===== config.mk =====
export PLATFORM = sky130hd
export DESIGN_NAME = next_pc_unit
export DESIGN_NICKNAME = d
export VERILOG_FILES = /design/src/rtl/mips_pc_pkg.sv /design/src/rtl/pc_target_calc.sv /design/src/rtl/next_pc_unit.sv
export SDC_FILE = /design/constraint.sdc
export NUM_CORES = 1
export LEC_CHECK = 0
export BUFFER_PORTS_ARGS = -buffer_cell sky130_fd_sc_hd__buf_4
export CORE_ASPECT_RATIO = 1.1
export CORE_UTILIZATION = 55
export CTS_BUF_LIST = sky130_fd_sc_hd__clkbuf_2 sky130_fd_sc_hd__clkbuf_4 sky130_fd_sc_hd__clkbuf_8
export DETAILED_ROUTE_END_ITERATION = 16
export HOLD_SLACK_MARGIN = 0.06
export PLACE_DENSITY = 0.93
export RECOVER_POWER = 50
export SETUP_SLACK_MARGIN = 0.5
export SLEW_MARGIN = 20
export SYNTH_ARGS = -nofsm -noshare
export SYNTH_HDL_FRONTEND = slang
export SYNTH_SLANG_ARGS = --single-unit

===== constraint.sdc =====
create_clock -name clk -period 8.2 [get_ports clk]
set_input_delay 0.41 -clock clk [delete_from_list [all_inputs] [get_ports clk]]
set_output_delay 0.41 -clock clk [all_outputs]
set_load 0.02 [all_outputs]

===== src/rtl/mips_pc_pkg.sv =====
// Shared PC-path definitions: widths, reset default, FSM states and redirect-select codes.
package mips_pc_pkg;
  localparam int          ADDR_W_DEF   = 32;
  localparam logic [31:0] RESET_PC_DEF = 32'h0000_0000;
  localparam int          PC_STEP      = 4;

  typedef enum logic {SEQ, PENDING} pc_state_e;

  typedef enum logic [1:0] {SEL_SEQ, SEL_BR, SEL_J, SEL_JR} redirect_sel_e;
endpackage


===== src/rtl/pc_target_calc.sv =====
// Combinational branch/jump/register-jump target generation with jr > jmp > br priority.
module pc_target_calc
  import mips_pc_pkg::*;
#(
  parameter int ADDR_W = ADDR_W_DEF
) (
  input  logic [ADDR_W-1:0] pc_plus4,
  input  logic              br_taken,
  input  logic [15:0]       br_imm,
  input  logic              jmp,
  input  logic [25:0]       jmp_index,
  input  logic              jr,
  input  logic [ADDR_W-1:0] jr_target,
  output redirect_sel_e     sel,
  output logic [ADDR_W-1:0] target
);
  localparam logic [ADDR_W-1:0] ALIGN_MASK = ~ADDR_W'(3);

  logic [ADDR_W-1:0] br_tgt;
  logic [ADDR_W-1:0] j_tgt;
  logic [ADDR_W-1:0] jr_tgt;

  // Word offset sign-extended and scaled by 4; wrap-around is intentional.
  assign br_tgt = pc_plus4 + {{(ADDR_W-18){br_imm[15]}}, br_imm, 2'b00};
  assign j_tgt  = {pc_plus4[ADDR_W-1:28], jmp_index, 2'b00};
  assign jr_tgt = jr_target & ALIGN_MASK;

  always_comb begin
    sel    = SEL_SEQ;
    target = pc_plus4;
    if (jr) begin
      sel    = SEL_JR;
      target = jr_tgt;
    end else if (jmp) begin
      sel    = SEL_J;
      target = j_tgt;
    end else if (br_taken) begin
      sel    = SEL_BR;
      target = br_tgt;
    end
  end
endmodule


===== src/rtl/next_pc_unit.sv =====
// PC register and next-PC selection with flush/stall and optional delay slot.
// Build option: NEXT_PC_ALIGN_CHK_EN rejects misaligned jr/flush targets and pulses misalign_err.
module next_pc_unit
  import mips_pc_pkg::*;
#(
  parameter int                ADDR_W     = ADDR_W_DEF,
  parameter logic [ADDR_W-1:0] RESET_PC   = ADDR_W'(RESET_PC_DEF),
  parameter bit                DELAY_SLOT = 1'b0
) (
  input  logic              clk,
  input  logic              rst,
  input  logic              stall,
  input  logic              flush,
  input  logic [ADDR_W-1:0] flush_pc,
  input  logic              br_taken,
  input  logic [15:0]       br_imm,
  input  logic              jmp,
  input  logic [25:0]       jmp_index,
  input  logic              jr,
  input  logic [ADDR_W-1:0] jr_target,
  output logic [ADDR_W-1:0] pc,
  output logic [ADDR_W-1:0] pc_plus4,
  output logic              redirect_pending,
  output logic              misalign_err
);
  localparam logic [ADDR_W-1:0] ALIGN_MASK = ~ADDR_W'(3);

  logic [ADDR_W-1:0] pc_q;
  logic [ADDR_W-1:0] pend_target;
  logic [ADDR_W-1:0] sel_target;
  logic [ADDR_W-1:0] flush_tgt;
  pc_state_e         state;
  redirect_sel_e     sel;
  logic              jr_reject;
  logic              flush_reject;
  logic              take_redirect;

  assign pc_plus4  = pc_q + ADDR_W'(PC_STEP);
  assign flush_tgt = flush_pc & ALIGN_MASK;

  pc_target_calc #(.ADDR_W(ADDR_W)) u_calc (
    .pc_plus4  (pc_plus4),
    .br_taken  (br_taken),
    .br_imm    (br_imm),
    .jmp       (jmp),
    .jmp_index (jmp_index),
    .jr        (jr),
    .jr_target (jr_target),
    .sel       (sel),
    .target    (sel_target)
  );

`ifdef NEXT_PC_ALIGN_CHK_EN
  assign jr_reject    = (sel == SEL_JR) && (jr_target[1:0] != 2'b00);
  assign flush_reject = (flush_pc[1:0] != 2'b00);
`else
  assign jr_reject    = 1'b0;
  assign flush_reject = 1'b0;
`endif

  // A rejected jr falls back to sequential fetch rather than a lower-priority redirect.
  assign take_redirect = (sel != SEL_SEQ) && !jr_reject;

  always_ff @(posedge clk) begin
    if (rst) begin
      pc_q        <= RESET_PC;
      state       <= SEQ;
      pend_target <= '0;
    end else if (flush) begin
      if (!flush_reject) pc_q <= flush_tgt;
      state       <= SEQ;
      pend_target <= '0;
    end else if (!stall) begin
      if (state == PENDING) begin
        pc_q  <= pend_target;
        state <= SEQ;
      end else if (take_redirect) begin
        if (DELAY_SLOT) begin
          pend_target <= sel_target;
          pc_q        <= pc_plus4;
          state       <= PENDING;
        end else begin
          pc_q <= sel_target;
        end
      end else begin
        pc_q <= pc_plus4;
      end
    end
  end

`ifdef NEXT_PC_ALIGN_CHK_EN
  logic err_q;
  always_ff @(posedge clk) begin
    if (rst)        err_q <= 1'b0;
    else if (flush) err_q <= flush_reject;
    else            err_q <= !stall && (state == SEQ) && jr_reject;
  end
  assign misalign_err = err_q;
`else
  assign misalign_err = 1'b0;
`endif

  assign pc               = pc_q;
  assign redirect_pending = (state == PENDING);
endmodule

==> results_dict.tcl <==
set metrics [dict create \
    numPlacedInstances 887 \
    arrival_ps 4360 \
    grt_use_total_pct 41.1 \
    post_synth_num_cell_types 74 \
    route.antenna.remaining_nets 0 \
    timing_max_transition_violations_final 62 \
    cell_area_after_synthesis_sq_mm 0.00451 \
    drt_iter0_markers 479 \
    synthesized_area_per_cell_sq_um 6.98 \
    n_antenna_cell 0 \
    placement_rows 34 \
    vdd_ir_drop_max_mv 0.0791 \
    num-fill-cells 717 \
    post_synth_inst_count 647 \
    gp_routability_congestion 0.924 \
    post-route-cell-area_sq_mm 0.00572 \
    dieWidth_um 88.4 \
    timing.reg2reg.worst_path_depth 14 \
    crit_path_class "reg -> reg" \
    cts_sinks 32 \
    total_wire_length_um 17700 \
    vias 5763 \
    critical_path_depth 14 \
    grt_first_pass_wirelength_um 27400 \
    final_net_count 936 \
    vias_per_cell 6.44 \
    grt_util_met1_pct 46.9 \
    p_total_mw 0.711 \
    worstHoldPathType "in -> reg" \
    worst_clock_skew_ps 10.9 \
    cts-root-buf "sky130_fd_sc_hd__clkbuf_8" \
    largest_reg_flops 30 \
    drc_errors 0 \
    floorplan.initialDensity_pct 57.1 \
    busiest_layer "met2" \
    critPathCaptureType "flip-flop" \
    setup_tns_ps 0 \
    failing_checks "capacitance limit, slew limit" \
    worst_setup_hold_path_clk_slew_ps 90 \
    fin_crit_sh_pct 50.8 \
    worstMarginPinSlew_ps 2740 \
    placement.io_buffers 172 \
    final.min_clock_period_ps 4170 \
    synth_top_area_cell "sky130_fd_sc_hd__dfxtp_1" \
    detailedRoute.firstPassIterationCount 6 \
    ys_seq_elements 32 \
    synth-edff-count 0 \
    post_cts_hold_buffer_count 0 \
    timing_hold_violations_final 0 \
    worst_path_max_delay_cell "sky130_fd_sc_hd__nor4_4" \
    dieArea_sq_mm 0.00857 \
    cts_repair_resize_count 0 \
    drive_gt1_share_pct 19.1 \
    timing.critical_path.buf_inv 0 \
    max_slew_margin_pct -83.0 \
    leakagePower_nw 2.53 \
    synth_most_common_cell "sky130_fd_sc_hd__nor2_1" \
    htree_num_levels 2 \
    floorplan.io_pins 179 \
    clock_path_buffers 2 \
    ys_seq_area_share_pct 14.2 \
    rsz0062_at_grt "false" \
    critical_path.cell_chain "nand4_1 -> nor4_4 -> nand2_1 -> xnor2_1 -> ha_1 -> o21ai_0 -> nor2_1 -> o31a_1 -> or2_2 -> xnor2_1 -> nor2_1 -> a2111oi_0 -> o41ai_1 -> o2bb2ai_1" \
    synth-main-ff-cell "sky130_fd_sc_hd__dfxtp_1" \
    power-per-cell-area_mw_per_mm2 124 \
    groute.layer.met2.usage_pct 66.1 \
    worst_path_largest_cell_delay_ps 670 \
    cts_tree "yes" \
    startpoint_type "flip-flop" \
    coreArea_sq_mm 0.00791 \
    min_delay_path_depth 3 \
    timing.critical_path.required_ps 8390 \
    delay_heaviest_family_cp "simple AND/OR/NAND/NOR gates" \
    worst_path_fanout_max 8 \
    synth_common_cells "77 x sky130_fd_sc_hd__nor2_1, 68 x sky130_fd_sc_hd__a21oi_1, 66 x sky130_fd_sc_hd__nand2_1, 40 x sky130_fd_sc_hd__xnor2_1, 37 x sky130_fd_sc_hd__o21ai_0" \
    route.detailed.wl_per_inst_um 19.7 \
    initial_antenna_violation_count 0 \
    synth-async-reset-ratio_pct 0 \
    syn2layout_area_growth_pct 26.7 \
    outcome "complete, but fails checks" \
    final_cells 895 \
    maxClockFrequency_mhz 240 \
    synth_area_leaders "sky130_fd_sc_hd__dfxtp_1 14%, sky130_fd_sc_hd__ha_1 10%, sky130_fd_sc_hd__xnor2_1 7.8%" \
    placed_area_sq_mm 0.00578 \
    grt_met3_usage_pct 10.9 \
    fp.dieH_um 97.0 \
    vias_in_the_first_global_route 5736 \
    setup-violations-final 0 \
    tightest_hold_margin_ps 350 \
    clock_insertion_delay_at_the_later_pin_of_the_skew_report_ps 300 \
    numCtsBuffers 5 \
    synth_top_area_share_pct 14.2 \
    synth.yosys.warnings 0 \
    max_cap_viols 1 \
    globalRouteOverflowTotal 0 \
    grt_max_degree 62 \
    dp_hpwl_um 13000 \
    cts_post_setup_buffers_inserted 0 \
]
worst reg2reg max path, delay by kind of cell, from the launching register on:
family / cells / cell delay (ps)
XOR/XNOR: 2 / 490
AND/OR/NAND/NOR: 6 / 1560
adder cells (fa/ha/maj): 1 / 320
AO/OA/AOI/OAI: 5 / 1230
flip-flops: 1 / 480
per-stage QoR:
step / setup WS (ps) / utilization [%]
2_1_floorplan: 4400 / -
3_3_place_gp: 4210 / 73.0
3_5_place_dp: 4110 / 73.0
4_1_cts: 4080 / 74.4
5_1_grt: 3690 / 72.3
6_report: 4030 / 72.3
cell type report:
class / instances / area, sq um / area share [%]
Clock inverter: 3 / 42.5 / 0.744
Timing Repair Buffer: 172 / 1120 / 19.6
Inverter: 20 / 75.1 / 1.31
Clock buffer: 5 / 68.8 / 1.20
Tap cell: 108 / 135 / 2.36
Multi-Input combinational cell: 555 / 3630 / 63.5
Sequential cell: 32 / 641 / 11.2
cells by family (layout without fill, tap and decap cells):
kind of cell	count (synthesis)	after routing	share of synthesized area (%)
multiplexers	7	7	1.55
XOR/XNOR	48	48	9.31
adder cells (fa/ha/maj)	37	37	10.4
flip-flops	32	32	14.2
other	1	2	0.0831
buffers and inverters	61	200	5.52
AO/OA/AOI/OAI	225	225	34.2
AND/OR/NAND/NOR	236	236	24.7
path summary, 6_finish.rpt:
| path | start | endpoint | slack [ps] |
|---|---|---|---|
| worst max-delay path | pc[7] | pc[17] | 4030 |
| worst min-delay path | jr_target[7] | pc[7] | 350 |
| worst max register to register | pc[7] | pc[17] | 4030 |
| worst min register to register | flip-flop | flip-flop | 470 |
power breakdown:
group          switching [mW]  leakage [nW]  internal [mW]  total [mW]
Sequential             0.0183         0.265          0.167       0.185
Combinational           0.212          2.21          0.147       0.359
Clock                  0.0765        0.0541         0.0902       0.167
layout by cell type (no fill, tap or decap), types with 10 or more instances in the layout:
cell and count:
sky130_fd_sc_hd__buf_4 127, sky130_fd_sc_hd__nor2_1 77, sky130_fd_sc_hd__a21oi_1 68, sky130_fd_sc_hd__nand2_1 66
sky130_fd_sc_hd__clkbuf_1 45, sky130_fd_sc_hd__xnor2_1 40, sky130_fd_sc_hd__o21ai_0 37, sky130_fd_sc_hd__ha_1 36
sky130_fd_sc_hd__dfxtp_1 32, sky130_fd_sc_hd__nand3_1 20, sky130_fd_sc_hd__a21o_1 19, sky130_fd_sc_hd__inv_1 18
sky130_fd_sc_hd__o22ai_1 15, sky130_fd_sc_hd__nor3_1 15, sky130_fd_sc_hd__a211oi_1 13, sky130_fd_sc_hd__and3_1 10
sky130_fd_sc_hd__nand4_1 10, sky130_fd_sc_hd__a31oi_1 10
metal layers:
metal / wire [um] / vias up
met1: 6540 / 2639
li1: - / 2670
met4: 959 / 0
met3: 1900 / 79
met5: 0 / -
met2: 8260 / 375
(Power assumes the default switching activity.)
